===== src/rtl/uart_piso_tx.sv =====
// rtl/uart_piso_tx.sv - UART transmit serializer with a one-entry holding register
module uart_piso_tx #(
  parameter int DATA_BITS  = 8,
  parameter bit PARITY_ODD = 1'b0
) (
  input  logic                 baud_clk_tx,
  input  logic                 rst,
  input  logic [DATA_BITS-1:0] data_tx,
  input  logic                 valid_tx,
  output logic                 ready_tx,
  output logic                 serial_data_tx,
  output logic                 active_flag_tx,
  output logic                 sent_flag
);

  // Frame = start + data + parity + stop.
  localparam int FRAME_BITS = DATA_BITS + 3;
  // The counter only has to reach DATA_BITS+2, i.e. FRAME_BITS-1.
  localparam int CNT_W = $clog2(FRAME_BITS);
  localparam logic [CNT_W-1:0] LAST_CNT = CNT_W'(DATA_BITS + 2);

  typedef enum logic {
    ST_IDLE,
    ST_SHIFT
  } state_e;

  state_e                state_q, state_d;
  logic [DATA_BITS-1:0]  hold_data_q, hold_data_d;
  logic                  hold_full_q, hold_full_d;
  logic [FRAME_BITS-1:0] shift_q, shift_d;
  logic [CNT_W-1:0]      bit_cnt_q, bit_cnt_d;
  logic                  serial_q, serial_d;
  logic                  ready_q, ready_d;
  logic                  active_q, active_d;
  logic                  sent_q, sent_d;

  logic                  accept;
  logic                  load;
  logic                  parity_bit;
  logic [FRAME_BITS-1:0] frame;

  // Handshake and the frame image built from the holding register.
  always_comb begin
    accept     = valid_tx & ready_q;
    parity_bit = (^hold_data_q) ^ PARITY_ODD;
    frame      = {1'b1, parity_bit, hold_data_q, 1'b0};
  end

  // Next-state logic: holding register, frame sequencing and registered outputs.
  always_comb begin
    state_d     = state_q;
    hold_data_d = hold_data_q;
    hold_full_d = hold_full_q;
    shift_d     = shift_q;
    bit_cnt_d   = bit_cnt_q;
    serial_d    = serial_q;
    sent_d      = 1'b0;
    load        = 1'b0;

    // Accept never coincides with a load: ready is low whenever the holder is full.
    if (accept) begin
      hold_full_d = 1'b1;
      hold_data_d = data_tx;
    end

    case (state_q)
      ST_IDLE: begin
        serial_d = 1'b1;
        if (hold_full_q) begin
          load = 1'b1;
        end
      end
      ST_SHIFT: begin
        if (bit_cnt_q == LAST_CNT) begin
          // Stop bit has been on the line for a full period.
          sent_d = 1'b1;
          if (hold_full_q) begin
            load = 1'b1;
          end else begin
            state_d   = ST_IDLE;
            serial_d  = 1'b1;
            bit_cnt_d = '0;
          end
        end else begin
          serial_d  = shift_q[0];
          shift_d   = {1'b1, shift_q[FRAME_BITS-1:1]};
          bit_cnt_d = bit_cnt_q + CNT_W'(1);
        end
      end
      default: begin
        state_d  = ST_IDLE;
        serial_d = 1'b1;
      end
    endcase

    // Start bit goes straight to the line; the rest waits in the shifter.
    if (load) begin
      serial_d    = frame[0];
      shift_d     = {1'b1, frame[FRAME_BITS-1:1]};
      bit_cnt_d   = '0;
      hold_full_d = 1'b0;
      state_d     = ST_SHIFT;
    end

    // Ready stays low on the load edge and recovers one edge later.
    ready_d  = ~hold_full_q & ~accept;
    active_d = (state_d == ST_SHIFT);
  end

  // State and output registers with synchronous reset.
  always_ff @(posedge baud_clk_tx) begin
    if (rst) begin
      state_q     <= ST_IDLE;
      hold_data_q <= '0;
      hold_full_q <= 1'b0;
      shift_q     <= '1;
      bit_cnt_q   <= '0;
      serial_q    <= 1'b1;
      ready_q     <= 1'b1;
      active_q    <= 1'b0;
      sent_q      <= 1'b0;
    end else begin
      state_q     <= state_d;
      hold_data_q <= hold_data_d;
      hold_full_q <= hold_full_d;
      shift_q     <= shift_d;
      bit_cnt_q   <= bit_cnt_d;
      serial_q    <= serial_d;
      ready_q     <= ready_d;
      active_q    <= active_d;
      sent_q      <= sent_d;
    end
  end

  assign ready_tx       = ready_q;
  assign serial_data_tx = serial_q;
  assign active_flag_tx = active_q;
  assign sent_flag      = sent_q;

endmodule


===== config.mk =====
export PLATFORM = sky130hd
export DESIGN_NAME = uart_piso_tx
export DESIGN_NICKNAME = d
export VERILOG_FILES = /design/src/rtl/uart_piso_tx.sv
export SDC_FILE = /design/constraint.sdc
export NUM_CORES = 1
export LEC_CHECK = 0
export ABC_AREA = 0
export CORE_MARGIN = 8
export CORE_UTILIZATION = 40
export DETAILED_ROUTE_END_ITERATION = 16
export HOLD_SLACK_MARGIN = 0.1
export SETUP_SLACK_MARGIN = 0.02
export SLEW_MARGIN = 5
export SYNTH_ARGS = -nofsm -noshare
export SYNTH_HDL_FRONTEND = slang
export SYNTH_SLANG_ARGS = --single-unit

===== constraint.sdc =====
create_clock -name baud_clk_tx -period 1.5 [get_ports baud_clk_tx]
set_clock_uncertainty 0.05 [all_clocks]
set_input_delay 0.3 -clock baud_clk_tx [delete_from_list [all_inputs] [get_ports baud_clk_tx]]
set_output_delay 0.3 -clock baud_clk_tx [all_outputs]
set_load 0.005 [all_outputs]

# --- Yosys cells after proc, flatten, opt, wreduce, memory -nomap -nowiden ---
# Index checks and enable logic that the tools add are counted.
op_classes:
  reduce_logical: 6
  bitwise: 5
  mux: 16
  add_sub_neg: 1
  eq_ne: 4
op_table:
  columns: ["cell", "count"]
  rows:
  - ["9-bit 2-to-1 mux", 3]
  - ["1-bit 2-to-1 mux", 9]
  - ["4-bit 2-to-1 mux", 2]
  - ["8-bit parity", 1]
  - ["4-bit by 1-bit adder with 4-bit output (second input constant)", 1]
  - ["4-bit == test (second input constant)", 1]
  - ["2-bit != test (second input constant)", 2]
  - ["4-bit != test (second input constant)", 1]
  - ["1-bit one-hot mux with 2 select lines", 2]
  - ["2-bit AND reduction", 2]
  - ["2-bit OR reduction", 2]
  - ["1-bit inverter", 3]
  - ["1-bit AND", 2]
  - ["2-bit nonzero test", 1]
word_totals:
  ff_bits: 26
  input_bits: 11
  out_inout_bits: 4
  wordCells: 40

# --- Depth between registers and ports, before layout ---
# Gate-level depths: netlist of the first run.
depth:
  word_depth: 5
  mapped_depth: 6
  depth_no_buf: 4

# --- Least setup slack after synthesis of the first run ---
# Ideal clock, no wire load.
synth_path:
  path_type: "reg-to-reg"
  start: "register bit_cnt_q[0]"
  end: "register shift_q[4]"
  stages_incl_launch_ff: 7
  period_less_slack_ps: 1350
  setup_ps: 119
  arrival_time_ps: 1181
  t_required_ps: 1331
  slack_ps: 150
  path_buffers: 2
  path_cell_list: "dfxtp_1 > nand4bb_4 > and2_1 > buf_6 > buf_6 > a211oi_2 > o21bai_1"
synth_via:
  elab_chain_len: 5
  word_cells_on_any_way: 7
  cone_classes: "2 x eq/ne; 3 x mux; 2 x reduce/logical"
synth_rtl:
  columns: ["item", "line", "source"]
  rows:
  - ["start, declared", "31", "logic [CNT_W-1:0] bit_cnt_q, bit_cnt_d;"]
  - ["start signal, assigned", "127", "bit_cnt_q <= bit_cnt_d;"]
  - ["4-bit == test *", "74", "if (bit_cnt_q == LAST_CNT) begin"]
  - ["1-bit 2-to-1 mux", "74", null]
  - ["1-bit one-hot mux with 2 select lines", "66", "case (state_q)"]
  - ["2-bit != test (no line) or 2-bit nonzero test (tied branches)", null, null]
  - ["2-bit AND reduction (no line)", null, null]
  - ["end signal, assigned", "126", "shift_q <= shift_d;"]
  - ["end, declared", "30", "logic [FRAME_BITS-1:0] shift_q, shift_d;"]
# Every way passes the cells marked *; elsewhere a longest branch is shown, timed or not.
# A chain may end at the register's enable or synchronous reset.

# --- Final worst setup path of the first run ---
layout_path:
  start: "register bit_cnt_q[3]"
  end: "register shift_q[4]"
# The elaborated chain is that of the path after synthesis.

==> metrics.md, run 1 <==
| Metric | Value |
|---|---|
| Status | `complete, no violations` |
| Unique cell type count in the Yosys netlist | `25` |
| Drt initial violations | `54` |
| Clk_lat worst skew | `0.31 ns` |
| Placer congestion estimate | `between 0.7 and 0.8` |
| Minimum clock period | `roughly 1.4 ns` |
| Kind of critical path | `register to register` |
| Critical Path AT | `1.55 ns` |
| Layout cells sized above 1 | `around 16%` |
| Compound-gate portion of the synthesized area | `roughly a fifth` |
| H-tree levels | `1` |
| Setup crit start | `bit_cnt_q[3]` |
| CTS Buffer Depth | `2` |
| Nets | `between 150 and 200` |
| Seq cells post-synth | `26` |
| Unrepaired setup endpoints after global routing | `no` |
| Min-delay src | `shift_q[0]` |
| Gate Count Post-Synth | `132` |
| Achievable Freq | `724 MHz` |
| CTS tree | `yes` |
| Area Growth Syn to Fin | `20.0%` |
| Vert. Die Dim | `69.6 um` |
| CTS Buf Count | `3` |
| Total GRT Usage | `between 8 and 9%` |
| Main combinational cell family by area after synthesis | `simple AND/OR/NAND/NOR gates` |
| # Max-Cap Violations | `0` |
| Synthesized area per cell | `approximately 8.7 sq um` |
| Sink Count | `26` |
| Final Util | `about 50%` |
| Max-slew violations | `0` |
| Hold buffers post-CTS | `0` |
| Pleak | `0.516 nW` |
| Count leader, synth | `dfxtp_1` |
| Reg2reg start | `bit_cnt_q[3]` |
| Die area | `approximately 4800 sq um` |
| Post-Synth Adder-Cell Area | `0%` |
| Fillers | `about 270` |
| Cell Pwr Density | `about 940 nW/um^2` |
| Routed len/inst | `around 12 um` |
| CP Max Fanout | `9` |
| Ys async rst share | `0%` |
| Final Hold Vio Count | `0` |
| Largest net degree at the start of global routing | `14` |
| Io pins | `15` |
| Final setup TNS | `0 ns` |
| Global-route wire length before repair | `around 3.7 mm` |
| Inserted Diodes | `0` |
| CP Capture Type | `register` |
| XOR/XNOR Fraction of Synth Area | `under 10%` |
| Initial Utilization | `between 40 and 50%` |
| Finish-stage setup viols | `0` |
| Routed wire length | `2.23 mm` |
| Net Count, Synth | `~140` |
| Top cells by count, synth | `26 x dfxtp_1, 22 x nand2_1, 14 x nor2_1, 12 x a21oi_1` |
| Design area | `about 1400 sq um` |
| Site Rows | `19` |
| PortBufs | `14` |
| Main synth FF type | `dfxtp_1` |
| Crit share post-route | `between 90% and 100%` |
| Post-Syn Area | `roughly 1100 sq um` |
| Largest area contributor in the netlist | `dfxtp_1` |
| Clock slew at reported path FFs | `0.13 ns` |
| Sequential-to-total area share from yosys stat | `between 40% and 50%` |
| Initial antenna violation count | `0` |
| Via/cell ratio | `~5` |
| HPWL Detailed | `~1.6 mm` |
| Final ANT Viol Nets | `0` |
| Top cell type's share of synthesized area | `a little under half` |
| Worst-Margin Slew | `approximately 0.32 ns` |
| Vias | `897` |
| Overflow after GRT | `0` |
| Worst path required time | `1.66 ns` |
| Mux contribution to synthesized area | `0%` |
| Worst Hold Class | `register to register` |
| Die width | `~70 um` |
| Core area | `2730 sq um` |
| Post-Synth Simple-Gate Area | `a little under a quarter` |
| Synth area leaders | `dfxtp_1 45%, nand2_1 7.2%, xnor2_1 6.1%` |
| Ys Warns | `0` |
| Max IR drop VDD | `0.594 mV` |
| Dpl cell area | `between 1000 and 1500 sq um` |
| Root Driver | `clkbuf_4` |
| EDFF count, synth | `0` |
| Drt pass-1 iters | `4` |
| Slew HR | `about 79%` |
| Vias in the first global route | `between 900 and 1000` |
| Startpoint Class | `register` |
| DRC | `0` |
cells in the final DEF (no fill, tap or decap), types with 2 or more instances in the layout:
cell type,netlist,routed
nand2_1,22,22
dfxtp_1,26,22
nor2_1,14,14
a21oi_1,12,12
clkdlybuf4s50_1,0,10
buf_4,0,9
o21bai_1,8,8
xnor2_1,8,8
a211oi_2,4,6
and2_1,5,5
nor2b_1,5,5
dfxtp_2,0,4
dlygate4sd2_1,0,4
a31oi_1,3,3
clkbuf_4,0,3
a211oi_1,4,2
worst max-delay path, stage by stage, from the launching register on:
cell,delay [ns]
dfxtp_1,0.45
nand4bb_4,0.14
and2_1,0.18
buf_4,0.18
a211oi_2,0.21
o21bai_1,0.08
power breakdown:
part | internal [mW] | switching, mW | leakage (nW) | total, mW
Sequential | 0.738 | 0.0356 | 0.214 | 0.773
Clock | 0.0938 | 0.187 | 0.0138 | 0.281
Combinational | 0.129 | 0.112 | 0.288 | 0.241
final timing paths:
| path | endpoint | slack [ns] | cells past startpoint |
|---|---|---|---|
| max | shift_q[4] | 0.12 | 5 |
| min | serial_data_tx | 0.41 | 2 |
| max reg2reg | shift_q[4] | 0.12 | 5 |
| min reg2reg | serial_data_tx | 0.41 | 2 |
flip-flops by register name (all words and copies together), names as in the netlist:
register        cells
active_flag_tx      1
shift_q             9
hold_full_q         1
sent_flag           1
hold_data_q         8
bit_cnt_q           4
serial_data_tx      1
ready_tx            1
per-stage QoR:
stage	power (mW)	hold WS, ns	cells	setup WS [ns]
final	1.30	0.407	180	0.118
after global routing	1.37	0.454	180	0.0274
after CTS	1.31	0.411	180	0.101
after detailed placement	1.03	0.390	176	0.0906
after global placement	1.02	0.399	176	0.114
after floorplan	0.946	0.365	132	0.150
area by class of cell:
type / instances / area [sq um] / area share, %
Multi-Input combinational cell: 95 / 582 / 42.2
Sequential cell: 26 / 526 / 38.1
Timing Repair Buffer: 23 / 203 / 14.7
Tap cell: 31 / 38.8 / 2.81
Clock buffer: 3 / 22.5 / 1.63
Inverter: 2 / 7.51 / 0.544
logic make-up after synthesis:
logic type	Yosys count
xor+xnor	8
simple gates	53
compound gates	34
buf+inv	11
flops	26
timing repair:
| action | CTS | global route |
|---|---|---|
| endpoints found under the setup margin | 4 | 7 |
| gates resized for setup | 6 | 4 |
| buffers inserted | 1 | 0 |
metal layers:
metal / track usage (%) / vias up / share of wire [%]
li1: - / 479 / -
met1: 10.3 / 402 / 50
met2: 14.9 / 14 / 46
met3: 2.15 / 2 / 3.2
met4: 3.42 / 0 / 0.67
met5: 0 / - / 0
Note: power is estimated with default switching activity, not from simulation.
==> run 2, diff against run 1 <==
ABC_AREA = 1   (was 0)
SETUP_SLACK_MARGIN = 0.4   (was 0.02)
==> run 2 against run 1 <==
- utilization up 3.8 points
- first-iteration DRC count grew 93%
- via count is 40% higher
- die area grew 6.9%
- highest routed layer unchanged
==> metrics.md, run 2 <==
| Metric | Value |
|---|---|
| Setup slack after layout | `0.324 ns` |
| CTS Buf Count | `3` |
| Multi-input logic area | `between 600 and 700 sq um` |
| Layout cells sized above 1 | `22.9%` |
| Nets | `223` |
| Initial Utilization | `about two fifths` |
| Routed wire length | `between 2 and 3 mm` |
| Final Util | `approximately 54%` |
| Total GRT Usage | `12.0%` |
| Stages on the worst setup path | `8` |
| Finish-stage setup viols | `0` |
| Core area | `3030 sq um` |
| Comb pwr share | `between 20% and 30%` |
| Overflow after GRT | `0` |
| Worst Hold Class | `register to register` |
| CP Max Fanout | `7` |
| Die area | `just over 5000 sq um` |
| Sequential share of power | `54.2%` |
| Final Hold Vio Count | `0` |
| Net Count, Synth | `between 150 and 200` |
| EDFF count, synth | `0` |
| R2R cell count | `8` |
| Critical Path AT | `around 1.4 ns` |
| Commonest non-fill, non-tap cell in the layout | `nand2_1` |
| Cell breakdown of the critical path | `inv_2 > nor2_4 > nand3_4 > nand2_4 > buf_4 > nand2_1 > nand3_1 > nor2_1` |
| Unique cell type count in the Yosys netlist | `20` |
| H-tree levels | `1` |
| PortBufs | `14` |
| Sink Count | `26` |
| Gate Count Post-Synth | `between 150 and 200` |
| Vias | `roughly 1300` |
| Die width | `approximately 72 um` |
| Achievable Freq | `~850 MHz` |
| Post-Syn Area | `1250 sq um` |
| Largest area contributor in the netlist | `dfxtp_1` |
| Via/cell ratio | `4.94` |
| Largest net degree at the start of global routing | `22` |
| Non-Filler Instances | `approximately 250` |
| Biggest regs | `shift_q: 9 flops, hold_data_q: 8 flops, bit_cnt_q: 4 flops` |
| P_sw | `between 0.4 and 0.5 mW` |
| Pint | `1.04 mW` |
| Switching share of power | `just over 30%` |
| Inserted Diodes | `0` |
| Fillers | `around 290` |
| Slew HR | `between 80% and 90%` |
| Placer congestion estimate | `0.878` |
| Ys async rst share | `0%` |
| Largest Register | `shift_q` |
| Root Driver | `clkbuf_4` |
| Crit share post-route | `between 70% and 80%` |
| Seq cells post-synth | `26` |
| Ys Warns | `0` |
| Hold buffers post-CTS | `0` |
| Top cells by count, synth | `57 x nand2_1, 31 x nand3_1, 26 x dfxtp_1, 15 x inv_1, 12 x a21oi_1` |
| Area Growth Syn to Fin | `31.1%` |
| Critical path's slowest cell | `dfxtp_4` |
| # Max-Cap Violations | `0` |
| Synth area leaders | `dfxtp_1 42%, nand2_1 17%, nand3_1 12%` |
| Pleak | `between 0.7 and 0.8 nW` |
| Global-route wire length before repair | `5.10 mm` |
| Sequential-to-total area share from yosys stat | `slightly above 40%` |
| Hold path cells | `2` |
| Site Rows | `20` |
| Register Area | `about 530 sq um` |
| Inst Count DP | `about 240` |
| Vert. Die Dim | `just over 70 um` |
| Worst-Margin Slew | `0.250 ns` |
| Max IR drop VDD | `~0.33 mV` |
| Max-slew violations | `0` |
| Worst slack, placed | `-0.0135 ns` |
| DRC | `0` |
| Kind of critical path | `register to register` |
| Io pins | `15` |
| Clk pwr share | `between 10% and 20%` |
| Minimum clock period | `1.18 ns` |
| Initial antenna violation count | `0` |
| Buf+Inv Stages, Crit Path | `2` |
| CP Capture Type | `register` |
| Cell family with most CP delay | `simple AND/OR/NAND/NOR gates` |
| CTS Buffer Depth | `2` |
| Main synth FF type | `dfxtp_1` |
| Routed len/inst | `roughly 12 um` |
| Count leader, synth | `nand2_1` |
| Startpoint Class | `register` |
| Drt pass-1 iters | `4` |
| Clock slew at reported path FFs | `approximately 0.14 ns` |
| Design area | `about 1600 sq um` |
| Worst path required time | `~1.7 ns` |
| HPWL Detailed | `2.00 mm` |
| Status | `complete, no violations` |
| Clk_lat worst skew | `between 0.3 and 0.4 ns` |
| Final ANT Viol Nets | `0` |
| Dpl cell area | `roughly 1500 sq um` |
| Vias in the first global route | `1207` |
| CP max stage delay | `about 0.37 ns` |
| Drt initial violations | `104` |
| Worst Hold Slack | `approximately 0.45 ns` |
| Top cell type's share of synthesized area | `around 42%` |
| Cell Pwr Density | `915 nW/um^2` |
| Most frequent cells in the layout | `54 x nand2_1, 26 x nand3_1, 18 x dfxtp_1` |
| CTS tree | `yes` |
| Synthesized area per cell | `approximately 7 sq um` |
| Unrepaired setup endpoints after global routing | `yes` |
| Max reg flops | `9` |
## run 2: cell count changes after synthesis, moves of 3 or more
cell | previous run | this run
nand2_1 | 22 | 57
nand3_1 | 0 | 31
inv_1 | 1 | 15
nand4_1 | 1 | 10
o21ai_0 | 1 | 10
nor2_1 | 14 | 6
o21bai_1 | 8 | 0
xnor2_1 | 8 | 1
and2_1 | 5 | 0
nor2b_1 | 5 | 0
a211oi_1 | 4 | 0
a211oi_2 | 4 | 0
a31oi_1 | 3 | 0
## run 2: power groups by stage
stage | Combinational [mW] | Sequential [mW] | Clock (mW)
4_1_cts | 0.370 | 0.810 | 0.305
2_1_floorplan | 0.231 | 0.816 | 0
5_1_grt | 0.440 | 0.823 | 0.343
3_5_place_dp | 0.339 | 0.824 | 0
3_3_place_gp | 0.332 | 0.822 | 0
6_report | 0.393 | 0.814 | 0.295
## run 2: layout make-up
| type | instances | share of cell area, % |
|---|---|---|
| well taps | 44 | 3.35 |
| clock buffers | 3 | 1.37 |
| flip-flops and latches | 26 | 32.5 |
| inverters | 16 | 3.89 |
| multi-input cells | 134 | 41.4 |
| repair buffers | 31 | 17.5 |
## run 2: final timing paths
check                     from        endpoint  slack, ns
setup / recovery  bit_cnt_q[1]    bit_cnt_q[0]       0.32
hold / removal      shift_q[0]  serial_data_tx       0.45
setup reg to reg  bit_cnt_q[1]    bit_cnt_q[0]       0.32
hold reg to reg     shift_q[0]  serial_data_tx       0.45
## run 2: logic make-up after synthesis
| kind of cell | count (synthesis) | share of synthesized area (%) |
|---|---|---|
| buffers and inverters | 25 | 8.59 |
| xor gates and xnor gates | 2 | 1.40 |
| DFF | 26 | 41.6 |
| AOI/OAI and AO/OA | 23 | 9.49 |
| and+or+nand+nor | 108 | 39.0 |
## run 2: worst reg2reg max path: stages (launching register included)
cell,delay [ns]
dfxtp_4,0.37
inv_2,0.04
nor2_4,0.12
nand3_4,0.12
nand2_4,0.14
buf_4,0.12
nand2_1,0.04
nand3_1,0.07
nor2_1,0.04
## run 2: per-stage QoR
step,power (mW),setup TNS (ns)
after global routing,1.61,0
after floorplan,1.05,0
final,1.50,0
after CTS,1.48,0
after global placement,1.15,0
after detailed placement,1.16,-0.0184
## run 2: layer usage
metal / wire [um] / GRT usage (%) / up-vias / share of wire [%]
met5: 0 / 0 / - / 0
met2: 1400 / 20.1 / 20 / 47
met3: 147 / 3.03 / 2 / 5.0
li1: - / - / 661 / -
met1: 1390 / 14.1 / 571 / 47
met4: 23 / 4.76 / 0 / 0.77
## run 2: timing repair
| action | CTS | global route |
|---|---|---|
| buffers inserted | 6 | 1 |
| pin swaps | 1 | 3 |
| cloned | 2 | 0 |
| resized for setup | 32 | 11 |
| endpoints found under the setup margin | 28 | 20 |
==> run 3, diff against run 2 <==
clock period = 1.1 ns   (was 1.5 ns; I/O delays follow)
==> run 3 against run 2 <==
- the run now ends with setup timing left
- sequential power increased by 38%
- final cell count increased by 2.4%
- sequential cell count unchanged
- via count increased by 6.9%
==> metrics.md, run 3 (synthesis results as in run 2) <==
| Metric | Value |
|---|---|
| Pleak | `0.791 nW` |
| Final Util | `between 60% and 70%` |
| Startpoint Class | `register` |
| DRC | `0` |
| Max IR drop VDD | `0.737 mV` |
| Slew HR | `between 60% and 70%` |
| Initial antenna violation count | `0` |
| Via/cell ratio | `5.15` |
| Vert. Die Dim | `a little over 70 um` |
| Nets | `228` |
| Status | `finished, violations left` |
| Root Driver | `clkbuf_4` |
| Register Area | `approximately 530 sq um` |
| Flop-to-flop setup slack | `-0.05 ns` |
| Total power | `2.44 mW` |
| Total GRT Usage | `between 10% and 20%` |
| Initial Utilization | `between 40% and 50%` |
| Worst Hold Class | `register to register` |
| Drt pass-1 iters | `4` |
| Placer congestion estimate | `0.783` |
| Routed len/inst | `12.5 um` |
| CTS Buf Count | `3` |
| Inserted Diodes | `0` |
| Site Rows | `20` |
| Clock slew at reported path FFs | `about 0.14 ns` |
| Vias in the first global route | `~1200` |
| Area Growth Syn to Fin | `49.2%` |
| Worst R2R End | `shift_q[1]` |
| CP Max Fanout | `5` |
| Overflow after GRT | `0` |
| Core area | `between 3000 and 4000 sq um` |
| Sink Count | `26` |
| Cell Pwr Density | `~1300 nW/um^2` |
| Reg2reg start | `bit_cnt_q[1]` |
| Finish-stage setup viols | `13` |
| Layout cells sized above 1 | `around a third` |
| Commonest non-fill, non-tap cell in the layout | `nand2_1` |
| Hold buffers post-CTS | `0` |
| Fillers | `around 270` |
| Largest net degree at the start of global routing | `22` |
| Final Hold Vio Count | `0` |
| R2R cell count | `7` |
| Io pins | `15` |
| Die width | `between 70 and 80 um` |
| Biggest regs | `shift_q: 9 flops, hold_data_q: 8 flops, bit_cnt_q: 4 flops` |
| Achievable Freq | `around 870 MHz` |
| Worst path required time | `1.32 ns` |
| Final ANT Viol Nets | `0` |
| Die area | `between 5000 and 6000 sq um` |
| Non-Filler Instances | `260` |
| CTS Buffer Depth | `2` |
| Min-delay src | `shift_q[0]` |
| Worst-Margin Slew | `approximately 0.55 ns` |
| Inst Count DP | `250` |
| Crit share post-route | `105%` |
| H-tree levels | `1` |
| CTS tree | `yes` |
| Multi-input logic area | `811 sq um` |
| Clk_lat worst skew | `0.32 ns` |
| Critical Path AT | `1.38 ns` |
| HPWL Detailed | `~2.2 mm` |
| Most frequent cells in the layout | `53 x nand2_1, 24 x nand3_1, 15 x dfxtp_1` |
| Kind of critical path | `register to register` |
| # Max-Cap Violations | `0` |
| Hold path cells | `2` |
| Global-route wire length before repair | `slightly above 5 mm` |
| Worst Hold Slack | `between 0.4 and 0.5 ns` |
| Largest Register | `shift_q` |
| Unrepaired setup endpoints after global routing | `yes` |
| PortBufs | `14` |
| Minimum clock period | `roughly 1.2 ns` |
| Max-slew violations | `0` |
| Failing checks | `setup timing` |
| Setup slack after layout | `-0.0530 ns` |
| Vias | `1340` |
| CP Capture Type | `register` |
| Drt initial violations | `between 50 and 60` |
| Max reg flops | `9` |
| Hold Path End | `serial_data_tx` |
| Routed wire length | `around 3.2 mm` |
==> run 3: changes by cell type in the layout (fill, tap and decap cells not counted), moves of 2 or more <==
cell     change
a21oi_1      -7
a21oi_2      +7
buf_12       +2
dfxtp_1      -3
dfxtp_2      +4
inv_2        +2
nand2_8      +4
nand3_1      -2
nand3_2      +2
o21ai_0      -8
o21ai_2      +8
==> run 3: where the power goes <==
group | switching [mW] | internal (mW) | total, mW | leakage, nW
Sequential | 0.0770 | 1.04 | 1.12 | 0.218
Combinational | 0.347 | 0.315 | 0.662 | 0.545
Clock | 0.292 | 0.369 | 0.661 | 0.0279
Total | 0.716 | 1.72 | 2.44 | 0.791
==> run 3: worst max path at each step <==
| stage | cells past startpoint | start | to | slack, ns |
|---|---|---|---|---|
| 3_5_place_dp | 5 | rst | shift_q[8] | -0.18 |
| 5_1_grt | 7 | bit_cnt_q[1] | shift_q[1] | -0.13 |
| 6_report | 7 | bit_cnt_q[1] | shift_q[1] | -0.05 |
| 2_1_floorplan | 7 | bit_cnt_q[1] | shift_q[8] | -0.01 |
| 3_3_place_gp | 4 | valid_tx | hold_data_q[1] | -0.15 |
| 4_1_cts | 7 | bit_cnt_q[1] | shift_q[3] | -0.06 |
==> run 3: area by class of cell <==
| cell class | count | area share, % |
|---|---|---|
| well taps | 44 | 2.95 |
| clock buffers | 3 | 1.21 |
| clock inverters | 1 | 1.61 |
| inverters | 16 | 3.22 |
| repair buffers | 34 | 19.0 |
| flip-flops and latches | 26 | 28.6 |
| multi-input cells | 136 | 43.4 |
==> run 3: per-layer routing <==
| layer | global-route usage, % | share of wire, % | vias up |
|---|---|---|---|
| met5 | 0 | 0 | - |
| met1 | 13.5 | 44 | 640 |
| li1 | - | - | 675 |
| met3 | 2.20 | 3.3 | 4 |
| met2 | 22.2 | 52 | 21 |
| met4 | 4.08 | 0.59 | 0 |
==> run 3: stage by stage <==
step                      worst slack, ns  TNS [ns]  area (sq um)
final                             -0.0530    -0.338          1870
after global routing               -0.133     -1.28          1870
after CTS                         -0.0583    -0.470          1720
after detailed placement           -0.176     -3.12          1590
after global placement             -0.155     -2.85          1590
after floorplan                   -0.0149   -0.0149          1310
==> run 3: repair_timing <==
action                     4_1_cts  5_1_grt
pin swaps                        4        3
setup buffers                    2        0
cloned                           1        3
setup endpoints to repair       30       30
gates resized for setup         31       27
==> run 3: worst max-delay path: stages, from the launching register on <==
cell and delay [ns]:
dfxtp_2 0.36, inv_2 0.04, nor2_4 0.12, nand3_4 0.14, nand2_8 0.12, clkbuf_16 0.15
nand3_2 0.06, nand4_1 0.08
